<file path="src/rtl/tis_node_core.sv">
// TIS-100 style execution node: PC/ACC/BAK with saturating math and stalling port I/O.
// Ports: clk/reset, decoded fields in, pc out, rd/wr handshakes, acc, stalled.
module tis_node_core #(
  parameter int DATA_W  = 11,
  parameter int SAT_MAX = 999,
  parameter int PC_W    = 4,
  parameter int NPORTS  = 4,
  localparam int PW = (NPORTS > 1) ? $clog2(NPORTS) : 1
) (
  input  logic                     clk,
  input  logic                     reset,
  output logic [PC_W-1:0]          pc,
  input  logic [PC_W:0]            prog_len,
  input  logic [3:0]               op,
  input  logic [1:0]               src_kind,
  input  logic [PW-1:0]            src_port,
  input  logic [1:0]               dst_kind,
  input  logic [PW-1:0]            dst_port,
  input  logic signed [DATA_W-1:0] imm,
  output logic [NPORTS-1:0]        rd_req,
  input  logic [NPORTS-1:0]        rd_valid,
  input  logic [NPORTS*DATA_W-1:0] rd_data,
  output logic [NPORTS-1:0]        wr_valid,
  input  logic [NPORTS-1:0]        wr_ready,
  output logic signed [DATA_W-1:0] wr_data,
  output logic signed [DATA_W-1:0] acc,
  output logic                     stalled
);
  localparam int XW = DATA_W + PC_W + 2;
  typedef logic signed [XW-1:0] wide_t;
  localparam wide_t SMAX = wide_t'(SAT_MAX);
  localparam wide_t ONE  = wide_t'(1);

  typedef enum logic [1:0] {RUN, RD_WAIT, WR_WAIT} state_t;
  state_t state, state_n;

  logic signed [DATA_W-1:0] bak, acc_n, bak_n;
  logic signed [DATA_W-1:0] wr_data_n, acc_x, bak_x;
  logic signed [DATA_W-1:0] rword;
  logic [PC_W-1:0] pc_n, pc_x;
  logic [NPORTS-1:0] rd_req_n, wr_valid_n;
  logic uses_src, dst_is_port, xfer;
  logic taken, resolved;
  wide_t len, last, pc_w, nxt, val;
  wide_t sum, tgt, rel;

  function automatic logic signed [DATA_W-1:0] sat(input wide_t x);
    if (x > SMAX)
      return DATA_W'(SMAX);
    else if (x < -SMAX)
      return DATA_W'(-SMAX);
    else
      return DATA_W'(x);
  endfunction

  assign uses_src = (op == 4'd1) || (op == 4'd4) ||
                    (op == 4'd5) || (op == 4'd12);
  assign dst_is_port = (op == 4'd1) && (dst_kind == 2'd2);
  assign rword = rd_data[int'(src_port)*DATA_W +: DATA_W];
  assign xfer  = |(rd_req & rd_valid);

  assign len  = (prog_len == '0) ? wide_t'(1 << PC_W)
                                 : wide_t'(prog_len);
  assign last = len - ONE;
  assign pc_w = wide_t'(pc);
  assign nxt  = (pc_w + ONE >= len) ? '0 : pc_w + ONE;
  assign tgt  = wide_t'(imm[PC_W-1:0]);

  always_comb begin
    unique case (src_kind)
      2'd0:    val = wide_t'(sat(wide_t'(imm)));
      2'd1:    val = wide_t'(acc);
      2'd2:    val = '0;
      default: val = wide_t'(sat(wide_t'(rword)));
    endcase
  end

  // Result of the instruction once its source value is known.
  always_comb begin
    acc_x = acc;
    bak_x = bak;
    pc_x  = PC_W'(nxt);
    taken = 1'b0;
    sum   = wide_t'(acc) + ((op == 4'd5) ? -val : val);
    rel   = pc_w + val;
    case (op)
      4'd1:  if (dst_kind == 2'd0) acc_x = DATA_W'(val);
      4'd2: begin
        acc_x = bak;
        bak_x = acc;
      end
      4'd3:  bak_x = acc;
      4'd4,
      4'd5:  acc_x = sat(sum);
      4'd6:  acc_x = -acc;
      4'd7:  taken = 1'b1;
      4'd8:  taken = (acc == 0);
      4'd9:  taken = (acc != 0);
      4'd10: taken = (acc > 0);
      4'd11: taken = (acc < 0);
      4'd12: begin
        if (rel < 0)
          pc_x = '0;
        else if (rel > last)
          pc_x = PC_W'(last);
        else
          pc_x = PC_W'(rel);
      end
      default: ;
    endcase
    if (taken)
      pc_x = (tgt > last) ? PC_W'(last) : PC_W'(tgt);
  end

  always_comb begin
    state_n    = state;
    pc_n       = pc;
    acc_n      = acc;
    bak_n      = bak;
    rd_req_n   = rd_req;
    wr_valid_n = wr_valid;
    wr_data_n  = wr_data;
    resolved   = 1'b0;
    case (state)
      RUN: begin
        resolved = !(uses_src && src_kind == 2'd3);
        if (!resolved) begin
          state_n  = RD_WAIT;
          rd_req_n = NPORTS'(1) << src_port;
        end
      end
      RD_WAIT: begin
        if (xfer) begin
          resolved = 1'b1;
          rd_req_n = '0;
        end
      end
      WR_WAIT: begin
        if (|(wr_valid & wr_ready)) begin
          wr_valid_n = '0;
          pc_n       = PC_W'(nxt);
          state_n    = RUN;
        end
      end
      default: state_n = RUN;
    endcase
    // Source known: either finish now or hand the value to a write.
    if (resolved) begin
      if (dst_is_port) begin
        state_n    = WR_WAIT;
        wr_valid_n = NPORTS'(1) << dst_port;
        wr_data_n  = DATA_W'(val);
      end else begin
        state_n = RUN;
        pc_n    = pc_x;
        acc_n   = acc_x;
        bak_n   = bak_x;
      end
    end
  end

  always_ff @(posedge clk) begin
    if (reset) begin
      state    <= RUN;
      pc       <= '0;
      acc      <= '0;
      bak      <= '0;
      rd_req   <= '0;
      wr_valid <= '0;
      wr_data  <= '0;
      stalled  <= 1'b0;
    end else begin
      state    <= state_n;
      pc       <= pc_n;
      acc      <= acc_n;
      bak      <= bak_n;
      rd_req   <= rd_req_n;
      wr_valid <= wr_valid_n;
      wr_data  <= wr_data_n;
      stalled  <= (state_n != RUN);
    end
  end
endmodule

</file>
<file path="config.mk">
export PLATFORM = sky130hd
export DESIGN_NAME = tis_node_core
export DESIGN_NICKNAME = d
export VERILOG_FILES = /design/src/rtl/tis_node_core.sv
export SDC_FILE = /design/constraint.sdc
export NUM_CORES = 1
export LEC_CHECK = 0
export ABC_AREA = 1
export CAP_MARGIN = 10
export CORE_MARGIN = 2
export CORE_UTILIZATION = 50
export CTS_CLUSTER_SIZE = 24
export DETAILED_ROUTE_END_ITERATION = 16
export PLACE_DENSITY_LB_ADDON = 0.25
export SYNTH_ARGS = -nofsm -noshare
export SYNTH_HDL_FRONTEND = slang
export SYNTH_SLANG_ARGS = --single-unit
</file>
<file path="constraint.sdc">
create_clock -name clk -period 8.3 [get_ports clk]
set_input_delay 2.075 -clock clk [delete_from_list [all_inputs] [get_ports clk]]
set_output_delay 2.075 -clock clk [all_outputs]
set_load 0.01 [all_outputs]
</file>
# Yosys cells after proc, flatten, opt, wreduce, memory -nomap -nowiden
# Index checks and enable logic that the tools add are counted.
[word_totals]
regBits = 48
input_bits = 82
output_inout_bits = 35
wordCells = 114
[classes]
addsub = 7
mul = 1
n_lt_le_gt_ge = 12
n_eq_ne = 21
shift = 3
mux = 36
bitwise_logic = 3
n_reduce_logical = 23
[op_table]
columns = ["operator", "n"]
rows = [
  ["$mux 11", 7],
  ["$mux 4", 16],
  ["$pmux 17 s3", 1],
  ["$pmux 11 s4", 1],
  ["$shiftx 44x7->11", 1],
  ["$logic_not 32->1", 1],
  ["$reduce_bool 32->1", 1],
  ["$gt 11x11->1 const B", 2],
  ["$lt 11x11->1 const B", 2],
  ["$eq 4x4->1 const B", 5],
  ["$add 11x17->17", 1],
  ["$add 5x17->17", 1],
  ["$gt 17x11->1 const B", 1],
  ["$gt 17x6->1", 1],
  ["$lt 17x1->1 const B", 1],
  ["$lt 17x11->1 const B", 1],
  ["$mux 17", 1],
  ["$neg 17->17", 1],
  ["$eq 4x3->1 const B", 4],
  ["$gt 11x1->1 const B", 1],
  ["$lt 11x1->1 const B", 1],
  ["$neg 11->11", 1],
  ["$and 4x4->4", 2],
  ["$eq 2x2->1 const B", 4],
  ["32 further kinds", 48],
]

# Depth between registers and ports, before layout
[logic_depth]
ltp_word = 14
depth_mapped = 44
mapped_depth_nobuf = 42

# Worst setup path after synthesis
# OpenSTA, ideal clock, no wires.
[synth_path]
path_kind = "input -> register"
from = "input src_port[0]"
to = "register pc[2]"
setup_ns = 0.120
arrival_ns = 6.837
t_required_ns = 8.180
setup_slack_ns = 1.343
stages = 36
path_buffers = 2
path_cell_list = "buf_6 -> buf_6 -> nand2_1 -> inv_1 -> a22o_1 -> a221oi_1 -> nand2_1 -> o211ai_1 -> a31o_2 -> ha_1 -> nor2_1 -> nand3_1 -> nand2_1 -> inv_1 -> nand2_1 -> inv_1 -> ha_1 -> inv_1 -> o21ai_0 -> nand3_2 -> nor2_2 -> nand4_2 -> nand2_2 -> inv_1 -> ha_1 -> a21oi_1 -> o21ai_0 -> a21oi_1 -> nand3_1 -> or2_2 -> nand2_1 -> nand2_1 -> o21ai_0 -> o22ai_1 -> a21oi_1 -> a21oi_1"
[synth_between]
elab_chain_len = 14
elab_cells_between_ends = 16
cone_classes = "add/sub: 1; mul: 1; order compare: 4; shift: 1; mux: 9"
[synth_rtl]
columns = ["item", "line_no", "source"]
rows = [
  ["from (decl)", "16", "input logic [PW-1:0] src_port,"],
  ["$mul 2x4->6 (*)", "59", "assign rword = rd_data[int'(src_port)*DATA_W +: DATA_W];"],
  ["$shiftx 44x7->11 (*)", "59", ""],
  ["$lt 11x11->1", "50", "else if (x < -SMAX)"],
  ["$mux 11", "50", ""],
  ["$mux 11 (*)", "48", "if (x > SMAX)"],
  ["$pmux 17 s3 (*)", "70", "unique case (src_kind)"],
  ["named net val[3]", "44", "wide_t len, last, pc_w, nxt, val;"],
  ["$add 5x17->17 (*)", "85", "rel = pc_w + val;"],
  ["$gt 17x6->1", "104", "else if (rel > last)"],
  ["$mux 4", "104", ""],
  ["$mux 4 (*)", "102", "if (rel < 0)"],
  ["$mux 4 (*)", "86", "case (op)"],
  ["$mux 4 (*)", "111", "if (taken)"],
  ["$mux 4 (*)", "149", "if (dst_is_port) begin"],
  ["$mux 4 (*)", "148", "if (resolved) begin"],
  ["to (signal assigned)", "174", "pc <= pc_n;"],
  ["to (decl)", "12", "output logic [PC_W-1:0] pc,"],
]
# The timed path passes the listed nets; every way through them passes the cells marked *.
# A chain may end at the register's enable or synchronous reset.

# Worst setup path after layout
[layout_path]
from = "input src_port[0]"
to = "register acc[3]"
[layout_between]
elab_chain_len = 13
elab_cells_between_ends = 16
cone_classes = "add/sub: 2; mul: 1; order compare: 4; shift: 1; mux: 8"
[layout_rtl]
columns = ["item", "line_no", "source"]
rows = [
  ["$mul 2x4->6 (*)", "59", ""],
  ["$shiftx 44x7->11 (*)", "59", ""],
  ["$lt 11x11->1", "50", ""],
  ["$mux 11", "50", ""],
  ["$mux 11 (*)", "48", ""],
  ["$pmux 17 s3 (*)", "70", ""],
  ["named net val[1]", "44", ""],
  ["$neg 17->17", "84", "sum = wide_t'(acc) + ((op == 4'd5) ? -val : val);"],
  ["$mux 17 (*)", "84", ""],
  ["$add 11x17->17 (*)", "84", ""],
  ["$lt 17x11->1", "50", ""],
  ["$mux 11", "50", ""],
  ["$mux 11 (*)", "48", ""],
  ["$pmux 11 s4 (*)", "86", ""],
  ["to (signal assigned)", "175", "acc <= acc_n;"],
  ["to (decl)", "26", "output logic signed [DATA_W-1:0] acc,"],
]
# The timed path passes the listed nets; every way through them passes the cells marked *. The select of a mux whose other input is x is not followed.

==> results.ini <==
[outcome]
status=complete, no violations

[floorplan]
die_w_um=114.2
die_h_um=114.2
core_area_sq_um=11910
dieArea_sq_um=13050
rows=40
io_pins=117
start_util_pct=51.01

[yosys]
yosys-top-cells-area=nand2_1 (18%), dfxtp_1 (16%), ha_1 (11%)
ys_seq_elements=48
synthTopCellsByCount=nand2_1 (285), inv_1 (142), nor2_1 (88)
yosys.area.top_type_share_pct=17.61
synth-edff-count=0
syn_avg_cell_area_sq_um=5.992
synth_async_sr_flop_share_pct=0
synth_cells=1014
synth.most_common_cell=nand2_1
synth_largest_area_cell=nand2_1
syn_area_sq_um=6076
yosys_warnings=0
synthFlopType=dfxtp_1
synth_seq_area_share_pct=15.82
synth_cell_types=49
synth_fp_nets=1153

[route]
via_count=7054
dr.pass1.iters=5
drc=0
wl_per_cell_um=14.47
drt-initial-drc-count=619
drt-total-wl_mm=18.51
viasPerCell=5.515
final_antenna_net_count=0

[timing]
hold_slack_ns=0.4807
post-route-min-period_ns=7.647
fin_crit_sh_pct=92.13
clock_skew_ns=0.01041
finalHoldViolations=0
slew_headroom_pct=22.29
max_freq_mhz=130.8
rsz0062_at_grt=false
tightest_slew_ns=1.159
slew_violations=0
setup_viol=0
setup_tns_ns=0

[hold_path]
min_path_type=flop to flop
hold-path-cell-count=2

[placed_design]
port_buffers=116
dp_cells=1271
dp_hpwl_mm=14.84
globalplace.congestion=0.9253

[cells_and_area]
multiInputGateArea_sq_um=4459
finalNetCount=1270
num_antenna_cells=0
final_util_pct=64.25
area_delta_synth_final_pct=25.97
instances_no_fill=1279
fill_cells=1121
drive_above_1_share_pct=7.774
regArea_sq_um=960.9

[clocking]
clk_pin_slew_ns=0.07
clk_latency_ns=0.31
htree_levels=2
clock_sinks=48
post-cts-setup-buffers=0
ctsLongestPathBuffers=2
cts_tree=built
cts-root-buf=clkbuf_16
cts_made_buffers=5

[global_route]
grt_pass1_wl_mm=30.97
grt-ovfl-total=0
grtUsageTotal_pct=29.11
antenna_found_initial=0
grt_max_degree=28
grt_pass1_vias=6521

[power_and_ir_drop]
p_leak_nw=3.716
powerDensity_nw_per_um2=136.0
ir_drop_v=0.0001090
finalPower_mw=1.041

[worst_setup_path]
critical_path_class=input pin to flop
crit_path_top_delay_cell=clkdlybuf4s50_1
cp.depth=40
crit_path_start_kind=input pin
worst-r2r-cell-count=28
path_delay_family=simple AND/OR/NAND/NOR gates
critical_path_arrival_ns=7.88
endpoint_kind=flop
cp_max_fo=9
cpMostUsedCell=nor2_1
cp_num_buf_inv=6
max_stage_delay_ns=0.59
required_ns=8.53

[run]
drv_cap=0

-- power breakdown --
group | internal [mW] | total [mW] | switching, mW
clock | 0.203 | 0.301 | 0.0980
sequential | 0.242 | 0.262 | 0.0199
combinational | 0.195 | 0.478 | 0.283
-- layer usage --
metal,part of all wire [%],track usage [%]
met5,0,0
met4,1.9,8.862
met3,6.7,4.500
met2,46,48.89
met1,45,38.51
-- flip-flops by register name (all words and copies together) (netlist names) --
register  count
wr_valid      4
wr_data      11
acc          11
pc            4
rd_req        4
state         2
bak          11
stalled       1
-- cell families after synthesis --
group / count (synthesis) / synth area share, %
fa+ha+maj: 57 / 11.99
buf+inv: 171 / 11.22
xor+xnor: 31 / 4.469
compound gates: 206 / 19.85
flops: 48 / 15.82
simple gates: 501 / 36.66
-- layout make-up --
class / instances / area share [%]
inverter: 152 / 7.520
sequential: 48 / 12.56
clock buffer: 5 / 1.635
multi-input combinational: 795 / 58.26
tap: 147 / 2.403
timing repair buffer: 129 / 16.45
clock inverter: 3 / 1.177
-- stage by stage --
step	setup slack (ns)	instance area, sq um
floorplan	1.343	6076
global placement	0.5068	7420
detailed placement	0.3986	7420
CTS	0.5993	7635
global route	0.04828	7654
finish	0.6534	7654
-- worst register-to-register path, delay by kind of cell (launching register included) --
kind	cells	cell delay [ns]
and+or+nand+nor	13	1.30
AOI/OAI and AO/OA	7	1.29
adders and majority gates	2	0.52
DFF	1	0.40
buffers and inverters	4	0.38
xor gates and xnor gates	2	0.35
-- final timing paths --
| check | end | slack, ns | startpoint |
|---|---|---|---|
| setup / recovery | acc[3] | 0.65 | src_port[0] |
| hold / removal | rd_req[1] | 0.48 | rd_req[1] |
| setup reg to reg | acc[3] | 3.97 | acc[0] |
| hold reg to reg | rd_req[1] | 0.48 | rd_req[1] |
-- cell usage in the layout, fill, tap and decap left out, types with 9 or more instances in the layout --
cell               n
inv_1            142
o21ai_0           63
a21oi_1           79
clkdlybuf4s50_1  116
nand3_2            9
nand4_1           11
ha_1              55
nand2_2           20
buf_4             13
dfxtp_1           48
xnor2_1           11
nor2_1            87
nand3_1           43
nand2_1          285
o211ai_1          16
nor3_1            19
xor2_1            20
-- timing repair --
| action | in CTS | in global routing |
|---|---|---|
| hold endpoints to repair | 0 | 0 |
| gates resized for setup | 0 | 4 |
| hold buffers | 0 | 0 |
| endpoints found under the setup margin | 0 | 7 |
(Power assumes the default switching activity.)
